===== src/rtl/iserdes_lane_aligner_pkg.sv =====
// Shared definitions for the ISERDES lane aligner: per-lane FSM state encoding
// and a word bit-reversal helper.
package iserdes_lane_aligner_pkg;

  typedef enum logic [2:0] {
    ST_IDLE   = 3'd0,
    ST_CHECK  = 3'd1,
    ST_SLIP   = 3'd2,
    ST_WAIT   = 3'd3,
    ST_LOCKED = 3'd4,
    ST_FAIL   = 3'd5
  } lane_state_e;

  localparam int MAX_W = 8;

  // Reverses a full MAX_W word. A DATA_WIDTH word zero-extended to MAX_W comes
  // back reversed in the top DATA_WIDTH bits of the result.
  function automatic logic [MAX_W-1:0] bitreverse(input logic [MAX_W-1:0] w);
    logic [MAX_W-1:0] r;
    for (int i = 0; i < MAX_W; i++) begin
      r[i] = w[MAX_W-1-i];
    end
    return r;
  endfunction

endpackage


===== src/rtl/iserdes_lane_align_fsm.sv =====
// Single-lane word aligner: compares the (optionally reversed) lane word with the
// training pattern, issues bitslip pulses until it matches, and registers dout.
module iserdes_lane_align_fsm
  import iserdes_lane_aligner_pkg::*;
#(
  parameter int          DATA_WIDTH    = 8,
  parameter logic [15:0] TRAIN_PATTERN = 16'h00E5,
  parameter int          MATCH_COUNT   = 16,
  parameter int          SLIP_WAIT     = 3
) (
  input  logic                  clk,
  input  logic                  reset,
  input  logic [DATA_WIDTH-1:0] din,
  input  logic                  rev_flag,
  input  logic                  align_start,
  output logic                  bitslip,
  output logic [DATA_WIDTH-1:0] dout,
  output logic                  locked,
  output logic                  align_err,
  output logic [3:0]            slip_count
);

  localparam logic [DATA_WIDTH-1:0] PATTERN    = TRAIN_PATTERN[DATA_WIDTH-1:0];
  localparam logic [7:0]            MATCH_LAST = 8'(MATCH_COUNT);
  localparam logic [3:0]            WAIT_LAST  = 4'(SLIP_WAIT - 1);
  localparam logic [3:0]            SLIP_MAX   = 4'(DATA_WIDTH);

  lane_state_e           state_q, state_d;
  logic [7:0]            match_q, match_d, match_inc;
  logic [3:0]            slip_q, slip_d;
  logic [3:0]            wait_q, wait_d;
  logic                  bitslip_q, bitslip_d;
  logic                  locked_q, locked_d;
  logic                  err_q, err_d;
  logic [DATA_WIDTH-1:0] dout_q, dout_d;
  logic [MAX_W-1:0]      rev_full;
  logic [DATA_WIDTH-1:0] word;

  always_comb begin
    rev_full  = bitreverse(MAX_W'(din));
    word      = rev_flag ? rev_full[MAX_W-1 -: DATA_WIDTH] : din;
    match_inc = match_q + 8'd1;

    state_d   = state_q;
    match_d   = match_q;
    slip_d    = slip_q;
    wait_d    = wait_q;
    locked_d  = locked_q;
    err_d     = err_q;
    bitslip_d = 1'b0;
    dout_d    = word;

    if (align_start) begin
      state_d  = ST_CHECK;
      match_d  = '0;
      slip_d   = '0;
      wait_d   = '0;
      locked_d = 1'b0;
      err_d    = 1'b0;
    end else begin
      unique case (state_q)
        ST_CHECK: begin
          if (word == PATTERN) begin
            match_d = match_inc;
            if (match_inc == MATCH_LAST) begin
              state_d  = ST_LOCKED;
              locked_d = 1'b1;
            end
          end else begin
            match_d = '0;
            if (slip_q == SLIP_MAX) begin
              state_d = ST_FAIL;
              err_d   = 1'b1;
            end else begin
              // Pulse is registered so it is high for the whole SLIP cycle.
              state_d   = ST_SLIP;
              bitslip_d = 1'b1;
            end
          end
        end
        ST_SLIP: begin
          slip_d  = (slip_q == SLIP_MAX) ? slip_q : slip_q + 4'd1;
          wait_d  = '0;
          state_d = ST_WAIT;
        end
        ST_WAIT: begin
          if (wait_q == WAIT_LAST) state_d = ST_CHECK;
          else                     wait_d  = wait_q + 4'd1;
        end
        default: ;
      endcase
    end
  end

  always_ff @(posedge clk or posedge reset) begin
    if (reset) begin
      state_q   <= ST_IDLE;
      match_q   <= '0;
      slip_q    <= '0;
      wait_q    <= '0;
      bitslip_q <= 1'b0;
      locked_q  <= 1'b0;
      err_q     <= 1'b0;
      dout_q    <= '0;
    end else begin
      state_q   <= state_d;
      match_q   <= match_d;
      slip_q    <= slip_d;
      wait_q    <= wait_d;
      bitslip_q <= bitslip_d;
      locked_q  <= locked_d;
      err_q     <= err_d;
      dout_q    <= dout_d;
    end
  end

  assign bitslip    = bitslip_q;
  assign dout       = dout_q;
  assign locked     = locked_q;
  assign align_err  = err_q;
  assign slip_count = slip_q;

endmodule


===== src/rtl/iserdes_lane_aligner.sv =====
// Multi-lane ISERDES word aligner: one independent aligner per lane, plus an
// all-lanes-locked flag.
module iserdes_lane_aligner
  import iserdes_lane_aligner_pkg::*;
#(
  parameter int          NLANES        = 2,
  parameter int          DATA_WIDTH    = 8,
  parameter logic [15:0] TRAIN_PATTERN = 16'h00E5,
  parameter int          MATCH_COUNT   = 16,
  parameter int          SLIP_WAIT     = 3
) (
  input  logic                         clk,
  input  logic                         reset,
  input  logic [NLANES*DATA_WIDTH-1:0] din,
  input  logic [NLANES-1:0]            rev_flag,
  input  logic                         align_start,
  output logic [NLANES-1:0]            bitslip,
  output logic [NLANES*DATA_WIDTH-1:0] dout,
  output logic [NLANES-1:0]            locked,
  output logic [NLANES-1:0]            align_err,
  output logic [NLANES*4-1:0]          slip_count,
  output logic                         align_done
);

  for (genvar i = 0; i < NLANES; i++) begin : g_lane
    iserdes_lane_align_fsm #(
      .DATA_WIDTH    (DATA_WIDTH),
      .TRAIN_PATTERN (TRAIN_PATTERN),
      .MATCH_COUNT   (MATCH_COUNT),
      .SLIP_WAIT     (SLIP_WAIT)
    ) u_lane (
      .clk         (clk),
      .reset       (reset),
      .din         (din[i*DATA_WIDTH +: DATA_WIDTH]),
      .rev_flag    (rev_flag[i]),
      .align_start (align_start),
      .bitslip     (bitslip[i]),
      .dout        (dout[i*DATA_WIDTH +: DATA_WIDTH]),
      .locked      (locked[i]),
      .align_err   (align_err[i]),
      .slip_count  (slip_count[i*4 +: 4])
    );
  end

  assign align_done = &locked;

endmodule


===== config.mk =====
export PLATFORM = sky130hd
export DESIGN_NAME = iserdes_lane_aligner
export DESIGN_NICKNAME = d
export VERILOG_FILES = /design/src/rtl/iserdes_lane_aligner_pkg.sv /design/src/rtl/iserdes_lane_align_fsm.sv /design/src/rtl/iserdes_lane_aligner.sv
export SDC_FILE = /design/constraint.sdc
export NUM_CORES = 1
export LEC_CHECK = 0
export CORE_MARGIN = 2
export CORE_UTILIZATION = 35
export CTS_BUF_LIST = sky130_fd_sc_hd__clkbuf_8
export DETAILED_ROUTE_END_ITERATION = 8
export PLACE_DENSITY_LB_ADDON = 0.2
export REMOVE_ABC_BUFFERS = 1
export SYNTH_ARGS = -nofsm -noshare
export SYNTH_HDL_FRONTEND = slang
export SYNTH_SLANG_ARGS = --single-unit
export TNS_END_PERCENT = 30

===== constraint.sdc =====
create_clock -name clk -period 2.8 [get_ports clk]
set_input_delay 0.84 -clock clk [delete_from_list [all_inputs] [get_ports clk]]
set_output_delay 0.84 -clock clk [all_outputs]
set_load 0.05 [all_outputs]

==> impl.org <==
** Worst hold path
- The tightest min-delay check is of the reg2reg type.
- For hold timing, the worst endpoint is g_lane[1].u_lane.match_q[7].
- Counting instances, the worst hold path has a depth of 1.
- Source of the worst hold timing path :: g_lane[1].u_lane.match_q[7]

** Final layout
- Final std cells w/o fill :: 502
- Signed area change from the synthesized netlist to the final layout :: 28.0%
- The repair_antennas step left the layout with diodes totalling 0.
- Total number of nets in the final design :: 417
- Summing all non-filler instances in the final layout gives an area of 0.00413 mm2.
- Ratio of cells with drive above 1 in the final layout :: 15.3%

** Job
- Number of violations of the max-capacitance limit :: 0

** Status
- Status :: completed

** Clock network
- Gates resized during post-CTS repair numbered 0.
- The number of clock buffers added by TritonCTS is 9.
- After clock tree synthesis, the clock-pin slew on the worst setup and hold paths is 0.07 ns.
- Worst skew pair latency :: 0.34 ns
- Hold bufs inserted after CTS :: 0
- The longest clock path from root to sink contains 2 buffers.
- Sinks on the clock net :: 60
- Root buffer cell :: sky130_fd_sc_hd__clkbuf_8
- Post-CTS Repair Setup Buffers :: 0
- In this run the number of H-tree levels came out at 3.
- Clock tree from TritonCTS :: built

** Placement
- Routability-driven placement finished with a final weighted congestion of 0.782.
- Post-detailed-placement half-perimeter wirelength :: 4.98 mm
- Counting tap cells, the placed design contains a total of 486 instances.
- Summing all placed instances gives a cell area of 0.00394 mm2.
- Placement-stage worst setup slack :: -0.0605 ns
- Port-buffer cells :: 51

** Logic synthesis
- Number of warnings reported in the yosys synthesis log :: 0
- The cell count after synthesis came out at 321.
- Share of Yosys cell area claimed by the top area cell type :: 46.5%
- In the synthesized netlist the dominant register cell turns out to be sky130_fd_sc_hd__dfrtp_1.
- Dividing the synthesized area by the synthesized cell count gives 10.1 um2.
- Most repeated cell in the gate-level netlist after synthesis :: sky130_fd_sc_hd__dfrtp_1
- Main area contributors after synthesis :: sky130_fd_sc_hd__dfrtp_1, sky130_fd_sc_hd__mux2_2, sky130_fd_sc_hd__ha_1
- Number of register bits inferred by synthesis :: 60
- Async S/R FF share, synth :: 100%
- Cell area after technology mapping :: 0.00323 mm2
- Largest area contributor in the netlist :: sky130_fd_sc_hd__dfrtp_1
- Most used standard cells in the synthesized netlist :: sky130_fd_sc_hd__dfrtp_1, sky130_fd_sc_hd__nor2_1, sky130_fd_sc_hd__o21ai_0
- Post-synth EDFFs :: 0
- Sequential area share after synthesis :: 46.5%
- Synthesis instantiated 55 different standard cells from the library.

** Power and ir drop
- Clock group share of total power :: 29.6%
- Per report_power, the sequential group accounts for 40.7% of the total.
- The internal portion of the total power is 1.67 mW.
- Maximum resistive drop on vdd :: 0.312 mV
- The analysis attributes to cell leakage a power of 1.82 nW.
- Of the total power, the share spent switching nets is 34.9%.
- In this run the power spent charging and discharging nets is 0.894 mW.
- Total chip power :: 2.56 mW
- Per report_power, the combinational group accounts for 29.7% of the total.
- PD cells :: 620 mW/mm2

** Setup path
- Reg2Reg Capture Point :: g_lane[1].u_lane.state_q[1]
- Worst stage delay on the critical path :: 0.83 ns
- Among all stages on the critical path, the largest delay is contributed by sky130_fd_sc_hd__clkdlybuf4s50_1.
- Grouping stages by cell kind, the critical path spends the most delay in buffers and inverters.
- Critical path peak fanout :: 2
- STA classifies the critical path startpoint as a flip-flop.
- Worst setup slack for register-to-register paths :: 0.60 ns
- Measured in cells, the most critical reg-to-reg path has a length of 7.
- The number of buffers and inverters on the critical path is 2.
- STA puts the critical path data arrival time at 1.68 ns.
- Cells along the critical path :: inv_1 > nor2_1 > clkdlybuf4s50_1
- Data on the critical path is required at its endpoint by 1.96 ns.
- Crit Path Category :: reg2out
- The startpoint identified for the worst register-to-register timing path is g_lane[1].u_lane.wait_q[0].
- In this run the number of cells on the critical path is 3.
- STA classifies the critical path endpoint as an output pin.

** STA
- Shortest clock period the worst path allows after layout :: 2.52 ns
- The count of endpoints failing hold in the final timing report is 0.
- Clock Skew :: 0.00817 ns
- Worst setup margin :: 0.275 ns
- Post-route clock period utilization :: 90.2%
- Setup violations remaining at the end of the flow were counted as 0.
- Relative slew slack :: 61.0%
- Number of max-slew violations in the final report :: 0
- Derived from the worst setup path, the maximum achievable clock frequency is 396 MHz.
- Unrepaired setup endpoints after global routing :: no
- For the pin with the worst max-slew slack, the measured transition is 0.580 ns.

** Drt
- Number of nets still failing antenna checks after routing :: 0
- In the final routed layout, each cell accounts on average for 13.9 um.
- Total via count after detailed routing :: 2598
- Number of iterations in the first detailed-routing pass :: 4
- After detailed routing, the total wire length is 6.97 mm.
- Number of design-rule violations left by the first detailed-router iteration :: 102
- Using the TritonRoute via totals, the vias-per-cell ratio works out to 5.18.
- Final routed DRC violation total :: 0

** Global routing
- The number of global-route vias before repair is 2498.
- The number of antenna violations at the first check in global routing is 0.
- Total routing usage reported by global routing :: 15.0%
- Total congestion overflow :: 0
- Largest net degree at the start of global routing :: 46
- First-pass GRT wire length :: 11.8 mm

** Floorplan
- Die span in x :: 100 um
- Die height :: 100 um
- The floorplan step defined a core boundary enclosing 0.00911 mm2.
- Die area :: 0.0100 mm2
- # rows :: 35
- 52 I/O pins were placed.
- Initial core utilization :: 35.4%
[metrics by stage]
stage / util (%) / hold slack [ns] / TNS, ns
floorplan: - / 0.470 / 0
global placement: 43.3 / 0.497 / -0.0509
detailed placement: 43.3 / 0.509 / -0.207
CTS: 45.4 / 0.514 / 0
global route: 45.4 / 0.554 / 0
finish: 45.4 / 0.521 / 0
[sequential cells by signal, indices dropped and copies added, names as in the netlist]
register                  cells
g_lane.u_lane.wait_q          8
g_lane.u_lane.state_q         6
g_lane.u_lane.dout           16
g_lane.u_lane.locked          2
g_lane.u_lane.slip_count      8
g_lane.u_lane.bitslip         2
g_lane.u_lane.match_q        16
g_lane.u_lane.align_err       2
[power by group through the flow]
stage               logic [mW]  registers [mW]  clock network, mW
finish                   0.762            1.04              0.758
global route             0.835            1.06              0.832
CTS                      0.766            1.04              0.787
detailed placement       0.764            1.06                  0
global placement         0.760            1.06                  0
floorplan                0.392            1.18                  0
[logic make-up (layout without fill, tap and decap cells)]
kind of cell / Yosys count / count (layout) / synth area share, %
compound gates: 63 / 63 / 12.9
xor+xnor: 7 / 7 / 1.90
fa+ha+maj: 10 / 10 / 3.88
buf+inv: 31 / 101 / 4.38
flops: 60 / 60 / 46.5
mux: 27 / 27 / 9.26
simple gates: 123 / 123 / 21.2
[worst register-to-register path, stage by stage, from the launching register on]
cell and delay (ns):
sky130_fd_sc_hd__dfrtp_1 0.39, sky130_fd_sc_hd__inv_1 0.09, sky130_fd_sc_hd__ha_1 0.14, sky130_fd_sc_hd__nor3b_1 0.34
sky130_fd_sc_hd__o311ai_1 0.18, sky130_fd_sc_hd__a211o_1 0.30, sky130_fd_sc_hd__o32a_4 0.33, sky130_fd_sc_hd__mux2_1 0.31
[layout make-up]
cell class,count,area (um2)
fillers,867,4980
multi-input cells,230,1590
flip-flops and latches,60,1500
repair buffers,68,651
well taps,111,139
clock buffers,9,124
clock inverters,7,67.6
inverters,17,63.8
[placed cells by master, fill, tap and decap left out, drive strengths merged, types with 3 or more instances in the layout]
cell           count
o21ai             25
xor2               5
ha                10
nand2b             7
mux2i              7
clkdlybuf4s50     51
nor3b              5
nor3               5
dfrtp             60
mux2              20
a21o               4
or3                9
nand3             12
nand4              4
clkinv             3
buf               17
nand3b             5
clkinvlp           3
inv               17
and2               3
nor2b              5
o22ai              3
a31oi              3
and3               3
clkbuf             9
nand2             21
a21oi             12
nor2              32
and3b              4
[worst max-delay path by stage]
stage / slack, ns / start / end
6_report: 0.28 / g_lane[1].u_lane.locked / align_done
5_1_grt: 0.13 / g_lane[0].u_lane.locked / align_done
4_1_cts: 0.24 / g_lane[1].u_lane.locked / align_done
3_5_place_dp: -0.06 / rev_flag[1] / g_lane[1].u_lane.state_q[1]
3_3_place_gp: -0.03 / align_start / g_lane[1].u_lane.state_q[1]
2_1_floorplan: 0.48 / reset / g_lane[0].u_lane.align_err
[per-layer routing]
metal  vias up  track usage (%)  part of all wire [%]
met5         -                0                     0
met4         0             6.95                   1.9
met3         8             4.60                   6.4
met2        64             22.1                    43
met1      1246             20.2                    49
li1       1280                -                     -
(Power assumes the default switching activity.)
